==> config.mk <==
export PLATFORM = sky130hd
export DESIGN_NAME = alu_operand_stage_flat
export DESIGN_NICKNAME = d
export VERILOG_FILES = /design/src/rtl/alu_operand_stage_pkg.sv /design/src/rtl/alu_operand_stage_if.sv /design/src/rtl/alu_operand_stage_reg_file.sv /design/src/rtl/alu_operand_stage.sv /design/src/flat_wrapper.sv
export SDC_FILE = /design/constraint.sdc
export NUM_CORES = 2
export LEC_CHECK = 0
export CAP_MARGIN = 20
export CORE_UTILIZATION = 65
export CTS_CLUSTER_SIZE = 12
export DETAILED_ROUTE_END_ITERATION = 10
export PLACE_DENSITY_LB_ADDON = 0.08
export SYNTH_ARGS = -nofsm -noshare
export SYNTH_HDL_FRONTEND = slang
export SYNTH_HIERARCHICAL = 1
export SYNTH_SLANG_ARGS = --single-unit
==> constraint.sdc <==
create_clock -name clk -period 5.5 [get_ports clk]
set_input_delay 1.65 -clock clk [delete_from_list [all_inputs] [get_ports clk]]
set_output_delay 1.65 -clock clk [all_outputs]
set_load 0.01 [all_outputs]
==> src/rtl/alu_operand_stage_pkg.sv <==
`default_nettype none
// ============================================================================
//  Module      : alu_operand_stage_pkg
//  Description : Shared types and constants for the ALU operand stage.
//                - alu_fn_t : ALU function, encoded exactly as RV32I funct3.
//                - funct7_t : ADD/SRL versus SUB/SRA select.
//                - state_t  : output register occupancy (EMPTY / FULL).
//                - opcode and raw funct7 constants used by the decoder.
//  Revision    : 1.0 - initial release
// ============================================================================
package alu_operand_stage_pkg;

   typedef enum logic [2:0] {
      ADD_SUB = 3'd0,
      SLL     = 3'd1,
      SLT     = 3'd2,
      SLTU    = 3'd3,
      XOR     = 3'd4,
      SRL_SRA = 3'd5,
      OR      = 3'd6,
      AND     = 3'd7
   } alu_fn_t;

   typedef enum logic {
      ADD_SRL = 1'b0,
      SUB_SRA = 1'b1
   } funct7_t;

   typedef enum logic [0:0] {
      ST_EMPTY = 1'b0,
      ST_FULL  = 1'b1
   } state_t;

   localparam logic [6:0] OPC_OP     = 7'b0110011;
   localparam logic [6:0] OPC_OP_IMM = 7'b0010011;
   localparam logic [6:0] F7_ZERO    = 7'h00;
   localparam logic [6:0] F7_ALT     = 7'h20;

   // Shift functions take a 5-bit shamt instead of a 12-bit immediate.
   function automatic logic is_shift(input alu_fn_t fn);
      return (fn == SLL) || (fn == SRL_SRA);
   endfunction

endpackage : alu_operand_stage_pkg
`default_nettype wire

==> src/rtl/alu_operand_stage_if.sv <==
`default_nettype none
// ============================================================================
//  Module      : alu_operand_stage_if
//  Description : Bundle of the operand stage's data-path signals.
//                Instruction side : in_valid, in_ready, instr
//                Writeback side   : wb_en, wb_rd, wb_data
//                ALU side         : out_valid, out_ready, fn, funct7, a, b,
//                                   rd, illegal
//                Modports: slave  = the operand stage itself
//                          master = the surrounding pipeline / environment
//  Revision    : 1.0 - initial release
// ============================================================================
interface alu_operand_stage_if
   import alu_operand_stage_pkg::*;
#(
   parameter int WIDTH = 32
) ();

   logic             in_valid;
   logic             in_ready;
   logic [31:0]      instr;

   logic             wb_en;
   logic [4:0]       wb_rd;
   logic [WIDTH-1:0] wb_data;

   logic             out_valid;
   logic             out_ready;
   alu_fn_t          fn;
   funct7_t          funct7;
   logic [WIDTH-1:0] a;
   logic [WIDTH-1:0] b;
   logic [4:0]       rd;
   logic             illegal;

   modport slave (
      input  in_valid, instr, wb_en, wb_rd, wb_data, out_ready,
      output in_ready, out_valid, fn, funct7, a, b, rd, illegal
   );

   modport master (
      output in_valid, instr, wb_en, wb_rd, wb_data, out_ready,
      input  in_ready, out_valid, fn, funct7, a, b, rd, illegal
   );

endinterface : alu_operand_stage_if
`default_nettype wire

==> src/rtl/alu_operand_stage_reg_file.sv <==
`default_nettype none
// ============================================================================
//  Module      : alu_operand_stage_reg_file
//  Description : NUM_REGS x WIDTH architectural register file.
//                Two asynchronous read ports, one synchronous write port,
//                asynchronous active-low reset clearing every register.
//                x0 always reads zero and ignores writes. A read of the
//                register being written in the same cycle returns wb_data.
//  Ports       : clk, rst_n            clock / async active-low reset
//                wb_en, wb_rd, wb_data write port
//                rs1_idx, rs1_data     read port 1
//                rs2_idx, rs2_data     read port 2
//  Revision    : 1.0 - initial release
// ============================================================================
module alu_operand_stage_reg_file #(
   parameter int WIDTH    = 32,
   parameter int NUM_REGS = 32,
   parameter int IDX_W    = $clog2(NUM_REGS)
) (
   input  wire logic             clk,
   input  wire logic             rst_n,
   input  wire logic             wb_en,
   input  wire logic [IDX_W-1:0] wb_rd,
   input  wire logic [WIDTH-1:0] wb_data,
   input  wire logic [IDX_W-1:0] rs1_idx,
   input  wire logic [IDX_W-1:0] rs2_idx,
   output logic      [WIDTH-1:0] rs1_data,
   output logic      [WIDTH-1:0] rs2_data
);

   logic [WIDTH-1:0] r_regs [NUM_REGS];

   // Entry 0 is never written, so it stays at its reset value of zero.
   always_ff @(posedge clk or negedge rst_n) begin
      if (!rst_n) begin
         for (int i = 0; i < NUM_REGS; i++) begin
            r_regs[i] <= '0;
         end
      end else if (wb_en && (wb_rd != '0)) begin
         r_regs[wb_rd] <= wb_data;
      end
   end

   // Bypass lets an instruction accepted in the writeback cycle see the new value.
   always_comb begin
      rs1_data = r_regs[rs1_idx];
      if (rs1_idx == '0) begin
         rs1_data = '0;
      end else if (wb_en && (wb_rd == rs1_idx)) begin
         rs1_data = wb_data;
      end
   end

   always_comb begin
      rs2_data = r_regs[rs2_idx];
      if (rs2_idx == '0) begin
         rs2_data = '0;
      end else if (wb_en && (wb_rd == rs2_idx)) begin
         rs2_data = wb_data;
      end
   end

endmodule : alu_operand_stage_reg_file
`default_nettype wire

==> src/rtl/alu_operand_stage.sv <==
`default_nettype none
// ============================================================================
//  Module      : alu_operand_stage
//  Description : Decode / register-read stage feeding the ALU. Accepts one
//                RV32I instruction per valid/ready handshake, decodes OP and
//                OP-IMM integer operations, reads rs1/rs2 from the internal
//                register file and registers fn/funct7/a/b/rd/illegal in a
//                single output slot with valid/ready flow control.
//  Ports       : clk    clock, all state on posedge
//                rst_n  asynchronous active-low reset
//                bus    alu_operand_stage_if.slave (instruction, writeback
//                       and ALU-side signals)
//  Revision    : 1.0 - initial release
// ============================================================================
module alu_operand_stage
   import alu_operand_stage_pkg::*;
#(
   parameter int WIDTH    = 32,
   parameter int NUM_REGS = 32
) (
   input  wire logic           clk,
   input  wire logic           rst_n,
   alu_operand_stage_if.slave  bus
);

   localparam int IDX_W = $clog2(NUM_REGS);

   // ------------------------------------------------------------------
   // Instruction fields
   // ------------------------------------------------------------------
   logic [6:0]       w_opcode;
   logic [4:0]       w_rd_field;
   alu_fn_t          w_funct3;
   logic [6:0]       w_f7_raw;
   logic [IDX_W-1:0] w_rs1_idx;
   logic [IDX_W-1:0] w_rs2_idx;

   assign w_opcode   = bus.instr[6:0];
   assign w_rd_field = bus.instr[11:7];
   assign w_funct3   = alu_fn_t'(bus.instr[14:12]);
   assign w_f7_raw   = bus.instr[31:25];
   assign w_rs1_idx  = bus.instr[15 +: IDX_W];
   assign w_rs2_idx  = bus.instr[20 +: IDX_W];

   // ------------------------------------------------------------------
   // Register file
   // ------------------------------------------------------------------
   logic [WIDTH-1:0] w_rs1_data;
   logic [WIDTH-1:0] w_rs2_data;

   alu_operand_stage_reg_file #(
      .WIDTH    (WIDTH),
      .NUM_REGS (NUM_REGS),
      .IDX_W    (IDX_W)
   ) u_reg_file (
      .clk      (clk),
      .rst_n    (rst_n),
      .wb_en    (bus.wb_en),
      .wb_rd    (bus.wb_rd[IDX_W-1:0]),
      .wb_data  (bus.wb_data),
      .rs1_idx  (w_rs1_idx),
      .rs2_idx  (w_rs2_idx),
      .rs1_data (w_rs1_data),
      .rs2_data (w_rs2_data)
   );

   // ------------------------------------------------------------------
   // Decoder: illegal instructions fall through with all-zero payload
   // ------------------------------------------------------------------
   logic             w_legal;
   alu_fn_t          w_fn;
   funct7_t          w_funct7;
   logic [WIDTH-1:0] w_a;
   logic [WIDTH-1:0] w_b;
   logic [4:0]       w_rd;

   always_comb begin
      w_legal  = 1'b0;
      w_fn     = ADD_SUB;
      w_funct7 = ADD_SRL;
      w_a      = '0;
      w_b      = '0;
      w_rd     = '0;
      case (w_opcode)
         OPC_OP: begin
            if (w_f7_raw == F7_ZERO) begin
               w_legal = 1'b1;
            end else if ((w_f7_raw == F7_ALT) &&
                         ((w_funct3 == ADD_SUB) || (w_funct3 == SRL_SRA))) begin
               w_legal  = 1'b1;
               w_funct7 = SUB_SRA;
            end
            if (w_legal) begin
               w_fn = w_funct3;
               w_a  = w_rs1_data;
               w_b  = w_rs2_data;
               w_rd = w_rd_field;
            end
         end
         OPC_OP_IMM: begin
            if (is_shift(w_funct3)) begin
               // imm[11:5] doubles as funct7; only SRAI may set the alternate bit.
               if (w_f7_raw == F7_ZERO) begin
                  w_legal = 1'b1;
               end else if ((w_f7_raw == F7_ALT) && (w_funct3 == SRL_SRA)) begin
                  w_legal  = 1'b1;
                  w_funct7 = SUB_SRA;
               end
               w_b = {{(WIDTH-5){1'b0}}, bus.instr[24:20]};
            end else begin
               w_legal = 1'b1;
               w_b     = {{(WIDTH-12){bus.instr[31]}}, bus.instr[31:20]};
            end
            if (w_legal) begin
               w_fn = w_funct3;
               w_a  = w_rs1_data;
               w_rd = w_rd_field;
            end else begin
               w_funct7 = ADD_SRL;
               w_b      = '0;
            end
         end
         default: begin
            w_legal = 1'b0;
         end
      endcase
   end

   // ------------------------------------------------------------------
   // Output slot FSM
   // ------------------------------------------------------------------
   state_t r_state;
   state_t w_state_nxt;
   logic   w_out_valid;
   logic   w_in_ready;
   logic   w_accept;

   assign w_out_valid = (r_state == ST_FULL);
   assign w_in_ready  = !w_out_valid || bus.out_ready;
   assign w_accept    = bus.in_valid && w_in_ready;

   always_ff @(posedge clk or negedge rst_n) begin
      if (!rst_n) begin
         r_state <= ST_EMPTY;
      end else begin
         r_state <= w_state_nxt;
      end
   end

   // A consumed slot refilled in the same cycle stays FULL (no bubble).
   always_comb begin
      w_state_nxt = r_state;
      case (r_state)
         ST_EMPTY: begin
            if (w_accept) begin
               w_state_nxt = ST_FULL;
            end
         end
         ST_FULL: begin
            if (bus.out_ready && !bus.in_valid) begin
               w_state_nxt = ST_EMPTY;
            end
         end
         default: begin
            w_state_nxt = ST_EMPTY;
         end
      endcase
   end

   // ------------------------------------------------------------------
   // Output payload register, loaded only on accept
   // ------------------------------------------------------------------
   alu_fn_t          r_fn;
   funct7_t          r_funct7;
   logic [WIDTH-1:0] r_a;
   logic [WIDTH-1:0] r_b;
   logic [4:0]       r_rd;
   logic             r_illegal;

   always_ff @(posedge clk or negedge rst_n) begin
      if (!rst_n) begin
         r_fn      <= ADD_SUB;
         r_funct7  <= ADD_SRL;
         r_a       <= '0;
         r_b       <= '0;
         r_rd      <= '0;
         r_illegal <= 1'b0;
      end else if (w_accept) begin
         r_fn      <= w_fn;
         r_funct7  <= w_funct7;
         r_a       <= w_a;
         r_b       <= w_b;
         r_rd      <= w_rd;
         r_illegal <= !w_legal;
      end
   end

   assign bus.in_ready  = w_in_ready;
   assign bus.out_valid = w_out_valid;
   assign bus.fn        = r_fn;
   assign bus.funct7    = r_funct7;
   assign bus.a         = r_a;
   assign bus.b         = r_b;
   assign bus.rd        = r_rd;
   assign bus.illegal   = r_illegal;

endmodule : alu_operand_stage
`default_nettype wire

==> src/flat_wrapper.sv <==
// flat-port wrapper written by rule: the top's interface ports become plain ports
module alu_operand_stage_flat import alu_operand_stage_pkg::*;
#(
   parameter int WIDTH    = 32,
   parameter int NUM_REGS = 32
)
  (clk, rst_n, bus_in_valid, bus_instr, bus_wb_en, bus_wb_rd, bus_wb_data, bus_out_ready, bus_in_ready, bus_out_valid, bus_fn, bus_funct7, bus_a, bus_b, bus_rd, bus_illegal);
  alu_operand_stage_if #(.WIDTH(WIDTH)) bus_i ();
  input  wire logic clk;
  input  wire logic rst_n;
  input wire logic [$bits(bus_i.in_valid)-1:0] bus_in_valid;
  input wire logic [$bits(bus_i.instr)-1:0] bus_instr;
  input wire logic [$bits(bus_i.wb_en)-1:0] bus_wb_en;
  input wire logic [$bits(bus_i.wb_rd)-1:0] bus_wb_rd;
  input wire logic [$bits(bus_i.wb_data)-1:0] bus_wb_data;
  input wire logic [$bits(bus_i.out_ready)-1:0] bus_out_ready;
  output wire logic [$bits(bus_i.in_ready)-1:0] bus_in_ready;
  output wire logic [$bits(bus_i.out_valid)-1:0] bus_out_valid;
  output wire logic [$bits(bus_i.fn)-1:0] bus_fn;
  output wire logic [$bits(bus_i.funct7)-1:0] bus_funct7;
  output wire logic [$bits(bus_i.a)-1:0] bus_a;
  output wire logic [$bits(bus_i.b)-1:0] bus_b;
  output wire logic [$bits(bus_i.rd)-1:0] bus_rd;
  output wire logic [$bits(bus_i.illegal)-1:0] bus_illegal;
  assign bus_i.in_valid = bus_in_valid;
  assign bus_i.instr = bus_instr;
  assign bus_i.wb_en = bus_wb_en;
  assign bus_i.wb_rd = bus_wb_rd;
  assign bus_i.wb_data = bus_wb_data;
  assign bus_i.out_ready = bus_out_ready;
  assign bus_in_ready = bus_i.in_ready;
  assign bus_out_valid = bus_i.out_valid;
  assign bus_fn = bus_i.fn;
  assign bus_funct7 = bus_i.funct7;
  assign bus_a = bus_i.a;
  assign bus_b = bus_i.b;
  assign bus_rd = bus_i.rd;
  assign bus_illegal = bus_i.illegal;
  alu_operand_stage #(.WIDTH(WIDTH), .NUM_REGS(NUM_REGS)) u_core (.clk(clk), .rst_n(rst_n), .bus(bus_i));
endmodule
==> impl_metrics.ini <==
[logic_synthesis]
netlist_instances = 4145
synth_seq_cells = 1099
syn_area_per_cell_um2 = 14.2
synthDistinctLibCells = 69
yosys_warnings = 6
synthArstFlopShare_pct = 100
netlist_area_mm2 = 0.0587
ys_seq_area_share_pct = 46.8
synth_edf_count = 0
synthesis.nets = 4219
ys.flop_type = dfrtp_1

[pwr]
peakVddDrop_v = 0.000324
power.density_mw_per_mm2 = 354
cellLeakagePower_nw = 28.2

[placed_design]
port_buffers = 149
dp_cells = 5176
post-dp-hpwl_um = 125000
gp_congestion = 0.958

[critical_path]
worstSetupEndpointType = primary output
worstReg2RegEnd = u_core/bus.b[22]
r2r_cells = 6
worst-path-max-fanout = 5
worstPathArrival_ps = 2930
crit_required_ps = 3850
ff2ff_setup_slack_ps = 3070
critPathKind = in2out
rr_startpoint = u_core/u_reg_file/r_regs[662]
startpoint_type = input pin

[drt]
drt-initial-drc-count = 5781
drt-total-wl_um = 203000
via_per_inst = 7.75
drc = 0
firstDrtPassIters = 6
num_vias = 41924
antenna_left = 0
post_drt_wl_per_cell_um = 37.6

[clocking]
h-tree-depth = 3
cts_root_buf = clkbuf_16
ctsHoldBuffers = 0
clockBufferDepth = 3
post_cts_resized = 0
clock_latency_ps = 730
tritoncts = built
post-cts-setup-buffers = 0
clkTransAtPathRegs_ps = 60
clock_sinks = 1099
cts_buffers = 115

[flow_run]
cap_viol_max_count = 0

[global_route]
grt_pass1_wl_um = 294000
antenna_found_initial = 22
gr-total-overflow = 0
grtUsageTotal_pct = 45.1
grt_pass1_vias = 42625
grt_max_degree = 117

[cells_and_area]
fin_cells = 5407
nets = 4215
layout_common_cells = 1099 x dfrtp_1, 1034 x mux2_2, 425 x mux4_2, 170 x mux2i_1, 148 x buf_4
layout-drive-gt1-share_pct = 45.2
layout_commonest_cell = dfrtp_1
fillCellCount = 5617
area_delta_synth_final_pct = 11.7

[timing]
hold_violations = 0
fin_crit_sh_pct = 83.2
tns_ps = 0
finClkSkew_ps = 21.0
finalSetupViolCount = 0
maxSlewViolCount = 0
fmax_ghz = 0.218
worst_slew_pin_slew_ps = 1250
fin_crit_ps = 4580
rsz0062_at_grt = false
max_slew_margin_pct = 16.2

[floorplan]
io_pins = 150
rows = 109
start_util_pct = 66.0
core_mm2 = 0.0889
die_y_um = 303
die_area_mm2 = 0.0915
die_w_um = 303

[hold_path]
min_path_cells = 0
whs_endpoint = u_core/u_reg_file/r_regs[999]
hold_start = u_core/u_reg_file/r_regs[999]
hold_class = reg2reg

[status]
status = completed
==> synthesized netlist by cell type (5+ instances only) <==
master,n,area (um^2)
buf_4,34,255
a221o_1,55,551
nand2b_1,9,56.3
mux2i_1,170,1700
buf_6,28,315
a211oi_1,52,390
a22o_1,7,61.3
nor3_1,20,100
or4_1,8,60.1
nor2b_1,53,332
nand3_1,46,230
o21ai_0,54,270
buf_2,121,606
o22a_1,8,70.1
o21a_1,7,52.6
clkbuf_1,219,822
xor2_1,7,61.3
a211o_1,6,52.6
o22ai_1,47,294
or2_2,6,37.5
buf_1,58,218
nor2_1,72,270
and2_1,17,106
o211ai_1,13,97.6
a31oi_1,25,156
nor4_1,12,75.1
mux2_2,1034,11600
o21ai_1,42,210
a22oi_1,75,563
dfrtp_1,1099,27500
nand2_1,112,420
a221oi_1,8,70.1
nor3b_1,5,37.5
a21oi_1,55,275
and3_1,14,87.6
a2111oi_0,15,131
mux4_2,425,9570
nand4_1,49,307
==> metrics by stage <==
step | hold slack [ps] | instance area (um^2) | setup WS, ps | util [%] | total power, mW
floorplan | 438 | 58700 | 1780 | - | 13.7
global placement | 377 | 61400 | 787 | 69.0 | 14.9
detailed placement | 384 | 61500 | 850 | 69.1 | 15.3
CTS | 397 | 65200 | 915 | 73.3 | 23.0
global route | 400 | 65600 | 860 | 73.7 | 23.9
finish | 394 | 65600 | 922 | 73.7 | 23.2
==> worst max-delay path by stage <==
stage	from	endpoint	depth (start not counted)
floorplan	bus_instr[21]	u_core/bus.b[18]	8
global placement	bus_instr[18]	u_core/bus.a[28]	9
detailed placement	bus_instr[15]	u_core/bus.a[29]	9
CTS	bus_out_ready	bus_in_ready	3
global route	bus_out_ready	bus_in_ready	3
finish	bus_out_ready	bus_in_ready	3
==> cells by family after synthesis <==
family / count (synthesis) / share of synthesized area, %
muxes: 1630 / 39.1
DFF: 1099 / 46.8
AOI/OAI and AO/OA: 480 / 5.72
buffers and inverters: 475 / 4.06
and+or+nand+nor: 450 / 4.14
xor gates and xnor gates: 11 / 0.164
==> cell type report <==
type / count / area, um^2 / share of cell area [%]
timing repair buffer: 349 / 3760 / 5.73
inverter: 5 / 18.8 / 0.0286
clock inverter: 32 / 322 / 0.490
antenna: 12 / 30.0 / 0.0458
sequential: 1099 / 27500 / 41.9
clock buffer: 174 / 3420 / 5.22
multi-input combinational: 2571 / 29100 / 44.3
tap: 1165 / 1460 / 2.22
==> per-layer routing <==
layer | wire, um | part of all wire (%) | vias to the layer above | track usage [%]
li1 | - | - | 15941 | -
met1 | 72700 | 36 | 21823 | 58.5
met2 | 88300 | 43 | 3294 | 64.1
met3 | 27500 | 14 | 848 | 17.1
met4 | 14500 | 7.2 | 18 | 28.9
met5 | 252 | 0.12 | - | 1.14
==> registers in the layout (all words and copies together) (netlist names) <==
name,flops
u_core/bus.funct7,1
u_core/bus.a,32
u_core/u_reg_file/r_regs,1024
u_core/bus.illegal,1
u_core/bus.rd,5
u_core/bus.out_valid,1
u_core/bus.fn,3
u_core/bus.b,32
==> worst max-delay path: stages <==
cell	delay [ps]
clkdlybuf4s50_1	440
nand2b_1	240
clkdlybuf4s50_1	600
==> power by group <==
group / switching, mW / internal (mW)
registers: 1.12 / 9.53
clock network: 3.31 / 4.49
logic: 2.04 / 2.69
No activity file was read; power rests on OpenSTA's default activity.
